`config.mk`:
```
export PLATFORM = sky130hd
export DESIGN_NAME = pipeline_ctrl_flat
export DESIGN_NICKNAME = d
export VERILOG_FILES = /design/src/rtl/pipeline_ctrl_if.sv /design/src/rtl/pipeline_ctrl.sv /design/src/flat_wrapper.sv
export SDC_FILE = /design/constraint.sdc
export NUM_CORES = 1
export LEC_CHECK = 0
export BUFFER_PORTS_ARGS = -buffer_cell sky130_fd_sc_hd__buf_2
export CAP_MARGIN = 10
export CORE_ASPECT_RATIO = 0.75
export CORE_MARGIN = 2
export CORE_UTILIZATION = 51
export CTS_CLUSTER_DIAMETER = 200
export DETAILED_ROUTE_END_ITERATION = 16
export PLACE_DENSITY = 0.77
export SLEW_MARGIN = 20
export SYNTH_ARGS = -nofsm -noshare
export SYNTH_HDL_FRONTEND = slang
export SYNTH_SLANG_ARGS = --single-unit
```
`constraint.sdc`:
```
create_clock -name clk -period 2.5 [get_ports clk]
set_clock_uncertainty 0.15 [all_clocks]
set_input_delay 0.625 -clock clk [delete_from_list [all_inputs] [get_ports clk]]
set_output_delay 0.625 -clock clk [all_outputs]
set_load 0.02 [all_outputs]
```
`src/rtl/pipeline_ctrl_if.sv`:
```
// Handshake bundle between the pipeline datapath and its hazard/stall controller.
// The master drives hazard and miss status; the slave (controller) returns stage enables.
interface pipeline_ctrl_if #(
   parameter int CNT_W = 16
);
   logic             ID_EX_MemRead;
   logic [3:0]       ID_EX_RegRd;
   logic [3:0]       IF_ID_RegRs;
   logic [3:0]       IF_ID_RegRt;
   logic             IF_ID_UsesRt;
   logic             Branch_Taken;
   logic             Halt_ID;
   logic             IF_Miss;
   logic             MEM_Miss;
   logic             Mem_Done;
   logic             Stall_Count_Clr;
   logic             PC_Write;
   logic             IF_ID_Write;
   logic             IF_ID_Flush;
   logic             ID_EX_Bubble;
   logic             Pipe_Hold;
   logic             Mem_Sel;
   logic             Halted;
   logic [CNT_W-1:0] Stall_Count;
   logic [2:0]       State;

   modport master (
      output ID_EX_MemRead, ID_EX_RegRd, IF_ID_RegRs, IF_ID_RegRt, IF_ID_UsesRt,
             Branch_Taken, Halt_ID, IF_Miss, MEM_Miss, Mem_Done, Stall_Count_Clr,
      input  PC_Write, IF_ID_Write, IF_ID_Flush, ID_EX_Bubble, Pipe_Hold, Mem_Sel,
             Halted, Stall_Count, State
   );

   modport slave (
      input  ID_EX_MemRead, ID_EX_RegRd, IF_ID_RegRs, IF_ID_RegRt, IF_ID_UsesRt,
             Branch_Taken, Halt_ID, IF_Miss, MEM_Miss, Mem_Done, Stall_Count_Clr,
      output PC_Write, IF_ID_Write, IF_ID_Flush, ID_EX_Bubble, Pipe_Hold, Mem_Sel,
             Halted, Stall_Count, State
   );
endinterface

```
`src/rtl/pipeline_ctrl.sv`:
```
// Pipeline hazard/stall controller: load-use bubbles, I/D miss arbitration of the shared
// memory port, halt draining, and a saturating stalled-cycle counter.
module pipeline_ctrl #(
   parameter int DRAIN_CYCLES = 3,
   parameter int CNT_W        = 16
) (
   input  logic           clk,
   input  logic           rst,
   pipeline_ctrl_if.slave bus
);
   localparam logic [2:0] RUN    = 3'd0;
   localparam logic [2:0] IMISS  = 3'd2;
   localparam logic [2:0] DMISS  = 3'd3;
   localparam logic [2:0] DRAIN  = 3'd4;
   localparam logic [2:0] HALTED = 3'd5;
   localparam logic [2:0] DRAIN_LOAD = 3'(DRAIN_CYCLES - 1);

   logic [2:0]       state_reg, state_next;
   logic [2:0]       drain_reg, drain_next;
   logic             pending_reg, pending_next;
   logic [CNT_W-1:0] count_reg;
   logic             lu;
   logic             pc_write, if_id_write, if_id_flush, id_ex_bubble;
   logic             pipe_hold, mem_sel, halted;

   assign lu = bus.ID_EX_MemRead && (bus.ID_EX_RegRd != 4'd0) &&
               ((bus.ID_EX_RegRd == bus.IF_ID_RegRs) ||
                (bus.IF_ID_UsesRt && (bus.ID_EX_RegRd == bus.IF_ID_RegRt)));

   always_comb begin
      state_next   = state_reg;
      drain_next   = drain_reg;
      pending_next = 1'b0;
      pc_write     = 1'b0;
      if_id_write  = 1'b0;
      if_id_flush  = 1'b0;
      id_ex_bubble = 1'b0;
      pipe_hold    = 1'b0;
      mem_sel      = 1'b0;
      halted       = 1'b0;
      case (state_reg)
         RUN: begin
            if (bus.MEM_Miss) begin
               pipe_hold  = 1'b1;
               mem_sel    = 1'b1;
               state_next = DMISS;
            end else if (bus.IF_Miss) begin
               if_id_flush = 1'b1;
               if_id_write = 1'b1;
               state_next  = IMISS;
            end else if (lu) begin
               id_ex_bubble = 1'b1;
            end else if (bus.Halt_ID) begin
               if_id_flush = 1'b1;
               if_id_write = 1'b1;
               drain_next  = DRAIN_LOAD;
               state_next  = DRAIN;
            end else if (bus.Branch_Taken) begin
               pc_write    = 1'b1;
               if_id_write = 1'b1;
               if_id_flush = 1'b1;
            end else begin
               pc_write    = 1'b1;
               if_id_write = 1'b1;
            end
         end
         IMISS: begin
            // A data miss during an instruction miss freezes the back end and is
            // remembered so it is serviced before fetch resumes.
            if_id_flush  = 1'b1;
            if_id_write  = !bus.MEM_Miss;
            pipe_hold    = bus.MEM_Miss;
            pending_next = pending_reg | bus.MEM_Miss;
            if (bus.Mem_Done) begin
               state_next   = (pending_reg || bus.MEM_Miss) ? DMISS : RUN;
               pending_next = 1'b0;
            end
         end
         DMISS: begin
            pipe_hold = 1'b1;
            mem_sel   = 1'b1;
            if (bus.Mem_Done) begin
               state_next = RUN;
            end
         end
         DRAIN: begin
            if_id_flush = 1'b1;
            if (bus.MEM_Miss) begin
               pipe_hold = 1'b1;
               mem_sel   = 1'b1;
            end else begin
               if_id_write = 1'b1;
               if (drain_reg == 3'd0) begin
                  state_next = HALTED;
               end else begin
                  drain_next = drain_reg - 3'd1;
               end
            end
         end
         HALTED: begin
            pipe_hold = 1'b1;
            halted    = 1'b1;
         end
         default: state_next = RUN;
      endcase
   end

   always_ff @(posedge clk or posedge rst) begin
      if (rst) begin
         state_reg   <= RUN;
         drain_reg   <= 3'd0;
         pending_reg <= 1'b0;
         count_reg   <= '0;
      end else begin
         state_reg   <= state_next;
         drain_reg   <= drain_next;
         pending_reg <= pending_next;
         if (bus.Stall_Count_Clr) begin
            count_reg <= '0;
         end else if (!pc_write && (state_reg != HALTED) && (count_reg != '1)) begin
            count_reg <= count_reg + CNT_W'(1);
         end
      end
   end

   assign bus.PC_Write     = pc_write;
   assign bus.IF_ID_Write  = if_id_write;
   assign bus.IF_ID_Flush  = if_id_flush;
   assign bus.ID_EX_Bubble = id_ex_bubble;
   assign bus.Pipe_Hold    = pipe_hold;
   assign bus.Mem_Sel      = mem_sel;
   assign bus.Halted       = halted;
   assign bus.Stall_Count  = count_reg;
   assign bus.State        = state_reg;
endmodule

```
`src/flat_wrapper.sv`:
```
// flat-port wrapper written by rule: the top's interface ports become plain ports
module pipeline_ctrl_flat 
#(
   parameter int DRAIN_CYCLES = 3,
   parameter int CNT_W        = 16
)
  (clk, rst, bus_ID_EX_MemRead, bus_ID_EX_RegRd, bus_IF_ID_RegRs, bus_IF_ID_RegRt, bus_IF_ID_UsesRt, bus_Branch_Taken, bus_Halt_ID, bus_IF_Miss, bus_MEM_Miss, bus_Mem_Done, bus_Stall_Count_Clr, bus_PC_Write, bus_IF_ID_Write, bus_IF_ID_Flush, bus_ID_EX_Bubble, bus_Pipe_Hold, bus_Mem_Sel, bus_Halted, bus_Stall_Count, bus_State);
  pipeline_ctrl_if #(.CNT_W(CNT_W)) bus_i ();
  input  logic clk;
  input  logic rst;
  input wire logic [$bits(bus_i.ID_EX_MemRead)-1:0] bus_ID_EX_MemRead;
  input wire logic [$bits(bus_i.ID_EX_RegRd)-1:0] bus_ID_EX_RegRd;
  input wire logic [$bits(bus_i.IF_ID_RegRs)-1:0] bus_IF_ID_RegRs;
  input wire logic [$bits(bus_i.IF_ID_RegRt)-1:0] bus_IF_ID_RegRt;
  input wire logic [$bits(bus_i.IF_ID_UsesRt)-1:0] bus_IF_ID_UsesRt;
  input wire logic [$bits(bus_i.Branch_Taken)-1:0] bus_Branch_Taken;
  input wire logic [$bits(bus_i.Halt_ID)-1:0] bus_Halt_ID;
  input wire logic [$bits(bus_i.IF_Miss)-1:0] bus_IF_Miss;
  input wire logic [$bits(bus_i.MEM_Miss)-1:0] bus_MEM_Miss;
  input wire logic [$bits(bus_i.Mem_Done)-1:0] bus_Mem_Done;
  input wire logic [$bits(bus_i.Stall_Count_Clr)-1:0] bus_Stall_Count_Clr;
  output wire logic [$bits(bus_i.PC_Write)-1:0] bus_PC_Write;
  output wire logic [$bits(bus_i.IF_ID_Write)-1:0] bus_IF_ID_Write;
  output wire logic [$bits(bus_i.IF_ID_Flush)-1:0] bus_IF_ID_Flush;
  output wire logic [$bits(bus_i.ID_EX_Bubble)-1:0] bus_ID_EX_Bubble;
  output wire logic [$bits(bus_i.Pipe_Hold)-1:0] bus_Pipe_Hold;
  output wire logic [$bits(bus_i.Mem_Sel)-1:0] bus_Mem_Sel;
  output wire logic [$bits(bus_i.Halted)-1:0] bus_Halted;
  output wire logic [$bits(bus_i.Stall_Count)-1:0] bus_Stall_Count;
  output wire logic [$bits(bus_i.State)-1:0] bus_State;
  assign bus_i.ID_EX_MemRead = bus_ID_EX_MemRead;
  assign bus_i.ID_EX_RegRd = bus_ID_EX_RegRd;
  assign bus_i.IF_ID_RegRs = bus_IF_ID_RegRs;
  assign bus_i.IF_ID_RegRt = bus_IF_ID_RegRt;
  assign bus_i.IF_ID_UsesRt = bus_IF_ID_UsesRt;
  assign bus_i.Branch_Taken = bus_Branch_Taken;
  assign bus_i.Halt_ID = bus_Halt_ID;
  assign bus_i.IF_Miss = bus_IF_Miss;
  assign bus_i.MEM_Miss = bus_MEM_Miss;
  assign bus_i.Mem_Done = bus_Mem_Done;
  assign bus_i.Stall_Count_Clr = bus_Stall_Count_Clr;
  assign bus_PC_Write = bus_i.PC_Write;
  assign bus_IF_ID_Write = bus_i.IF_ID_Write;
  assign bus_IF_ID_Flush = bus_i.IF_ID_Flush;
  assign bus_ID_EX_Bubble = bus_i.ID_EX_Bubble;
  assign bus_Pipe_Hold = bus_i.Pipe_Hold;
  assign bus_Mem_Sel = bus_i.Mem_Sel;
  assign bus_Halted = bus_i.Halted;
  assign bus_Stall_Count = bus_i.Stall_Count;
  assign bus_State = bus_i.State;
  pipeline_ctrl #(.DRAIN_CYCLES(DRAIN_CYCLES), .CNT_W(CNT_W)) u_core (.clk(clk), .rst(rst), .bus(bus_i));
endmodule
```
==> impl_metrics.toml <==
[clocking]
worst_skew_pair.late_latency_ns = 0.27
clkTransAtPathRegs_ns = 0.09
cts_root_buffer = "clkbuf_8"
cts_tree = "built"
max-clock-path-buffers = 2
cts_buffers = 3
clock_sinks = 23
ctsHtreeMaxLevel = 1

[sta]
period_share_pct = 112
setup_viol = 5
finalHoldViolations = 0
rsz0062_at_grt = "true"
relSlewSlack_pct = 70.3
final-max-slew-violation-count = 0
fmax_ghz = 0.356
setup_ws_ns = -0.312
finalCriticalPeriod_ns = 2.81
hold_slack_ns = 0.227
worstMarginPinSlew_ns = 0.445

[worst_setup_path]
startpoint_type = "input port"
slowest_stage = "o41a_1"
critical_path_arrival_ns = 2.04
crit_fanout = 2
path_class = "input port to primary output"
cpPeakStageDelay_ns = 0.47
worstPathRequired_ns = 1.73
crit_chain = "buf_6 -> o41a_1 -> nand3_2 -> o22a_4 -> nor2_4 -> a2111oi_4 -> buf_4"
cp-end-kind = "primary output"

[finish]
fin_area_sq_mm = 0.00243
fin_nets = 275
fill_cells = 163
syn_to_final_growth_pct = 54.2
diodes = 0
multiInputGateArea_sq_mm = 0.00118
largest_reg_flops = 16
register_area_sq_um = 576
drive_gt1_share_pct = 51.4
fin_util_pct = 82.9

[global_route]
grt_max_degree = 24
grt_pass1_vias = 1516
grt_usage_pct = 26.8
grt_antenna_before_repair = 0
grt_pass1_wl_microns = 7070
grt.overflow.total = 0

[synthesis]
synthCells = 177
synth_ff_type = "dfrtp_1"
yosysTopAreaCell = "dfrtp_1"
synth.area.top_cells = "dfrtp_1, xnor2_1, a21oi_1"
synth_nets = 202
yosys_warnings = 0
yosys.cell_types.count = 49
yosysSeqAreaShare_pct = 36.5
avgSynthCellArea_sq_um = 8.91
synth_edf_count = 0
postSynth.asyncResetShare_pct = 100
netlist.area_leader.share_pct = 36.5
synth_area_sq_mm = 0.00158
synth_seq_cells = 23

[drt]
wl_met3_microns = 170
drt-met1-wl_microns = 2060
drt_pre_antenna_iters = 4
drtAntennaViolNets = 0
routed_wirelength_microns = 4950
wl_met2_microns = 2590
drtIter0Drc = 56
drc = 0
vias = 1712
wl_per_cell_microns = 17.2
vias_per_cell = 5.97
top_layer = "met4"

[hold_path]
worstHoldPathType = "input port to async pin"

[pwr]
peakVddDrop_mv = 0.568
p_leak_nw = 1.08
power_density_mw_per_mm2 = 622

[placement]
post_dp_cell_area_sq_mm = 0.00202
gp_congestion = 0.768
dp_hpwl_microns = 3110
io_buffers = 47

[floorplanning]
core_sq_mm = 0.00294
dieArea_sq_mm = 0.00356
die_w_microns = 68.2
fp-row-count = 17
fp.dieH_microns = 52.2
start_util_pct = 53.8
ios = 48

[status]
status = "complete, but fails checks"
failed_checks = "negative setup slack"

[job]
cap_violations = 0
==> cells in the final DEF (no fill, tap or decap), types with 2 or more instances in the layout <==
cell type  count
o31ai_1        2
mux2_2         2
nor2_4         2
or3_4          3
nor3_1         5
buf_2         39
o21ai_0        9
and4_1         3
o31ai_2        2
inv_1          9
nand4_1        5
clkbuf_8       3
nand3_2        2
nand3_1        7
nor4_1         3
a21oi_1        5
xnor2_4        2
nor2b_1        4
or4_4          4
mux2_4         2
and2_1         2
a31o_2         2
dfrtp_1       23
a21oi_2        9
buf_4         19
ha_1           3
or3_1          3
xnor2_2        5
nand2_1        6
nor2_1        15
nor4_4         3
buf_6         17
==> final cells by class <==
class | count | share of cell area [%]
multi-input combinational | 136 | 48.5
sequential | 23 | 23.7
timing repair buffer | 76 | 22.4
tap | 38 | 1.95
clock buffer | 3 | 1.70
inverter | 10 | 1.54
clock inverter | 1 | 0.309
==> per-layer routing <==
| layer | GRT usage (%) | vias to the layer above |
|---|---|---|
| li1 | - | 805 |
| met1 | 34.9 | 842 |
| met2 | 46.9 | 52 |
| met3 | 4.73 | 13 |
| met4 | 5.00 | 0 |
| met5 | 0 | - |
==> synthesized netlist by cell type (all sizes together) (2+ instances only) <==
| master | n |
|---|---|
| buf | 2 |
| nand4 | 5 |
| mux2 | 4 |
| inv | 10 |
| nor2 | 17 |
| o31ai | 5 |
| and2 | 2 |
| nand2 | 6 |
| clkbuf | 6 |
| ha | 3 |
| nand3 | 9 |
| nor2b | 4 |
| xnor2 | 8 |
| or4 | 4 |
| dfrtp | 23 |
| o21ai | 11 |
| nor4 | 7 |
| nor3 | 7 |
| and4 | 3 |
| a31o | 2 |
| a2111oi | 2 |
| or3 | 6 |
| a21oi | 14 |
==> cells by family after synthesis <==
family	Yosys count	share of synthesized area (%)
xor+xnor	9	5.00
mux	5	3.49
simple gates	74	26.7
flops	23	36.5
fa+ha+maj	3	2.38
buf+inv	18	5.07
compound gates	45	20.9
==> through the flow <==
step	total power, mW	setup WS, ns	std cells	setup TNS (ns)
after floorplan	0.945	-0.153	177	-0.153
after global placement	1.14	-0.261	277	-2.30
after detailed placement	1.17	-0.281	277	-3.32
after CTS	1.45	-0.212	284	-0.563
after global routing	1.60	-0.357	287	-1.41
final	1.51	-0.312	287	-0.923
==> critical path: cells and delay by family <==
family / cells / cell delay, ns
AOI/OAI and AO/OA: 3 / 0.94
buffers and inverters: 2 / 0.31
and+or+nand+nor: 2 / 0.15
==> report_power, final <==
part / switching (mW) / total [mW] / leakage, nW / internal [mW]
Clock: 0.131 / 0.244 / 0.0217 / 0.113
Sequential: 0.0565 / 0.485 / 0.309 / 0.428
Combinational: 0.453 / 0.784 / 0.750 / 0.331
Total: 0.640 / 1.51 / 1.08 / 0.872
==> path summary, 6_finish.rpt <==
kind	start	end	slack, ns	depth (start not counted)
min reg2reg	u_core.drain_reg[2]	u_core.drain_reg[2]	0.37	1
max reg2reg	u_core.bus.Stall_Count[6]	u_core.bus.Stall_Count[14]	0.29	7
min	rst	u_core.bus.Stall_Count[11]	0.23	3
min in group clk	u_core.drain_reg[2]	u_core.drain_reg[2]	0.37	1
max in group asynchronous	rst	u_core.bus.Stall_Count[6]	1.73	3
max	bus_ID_EX_RegRd[1]	bus_IF_ID_Write	-0.31	7
==> what timing repair did <==
item	4_1_cts	5_1_grt
setup endpoints to repair	4	17
resized for setup	26	41
gates cloned	0	1
setup buffers	3	3
pin swaps	14	20
hold buffers	0	0
(Power assumes the default switching activity.)
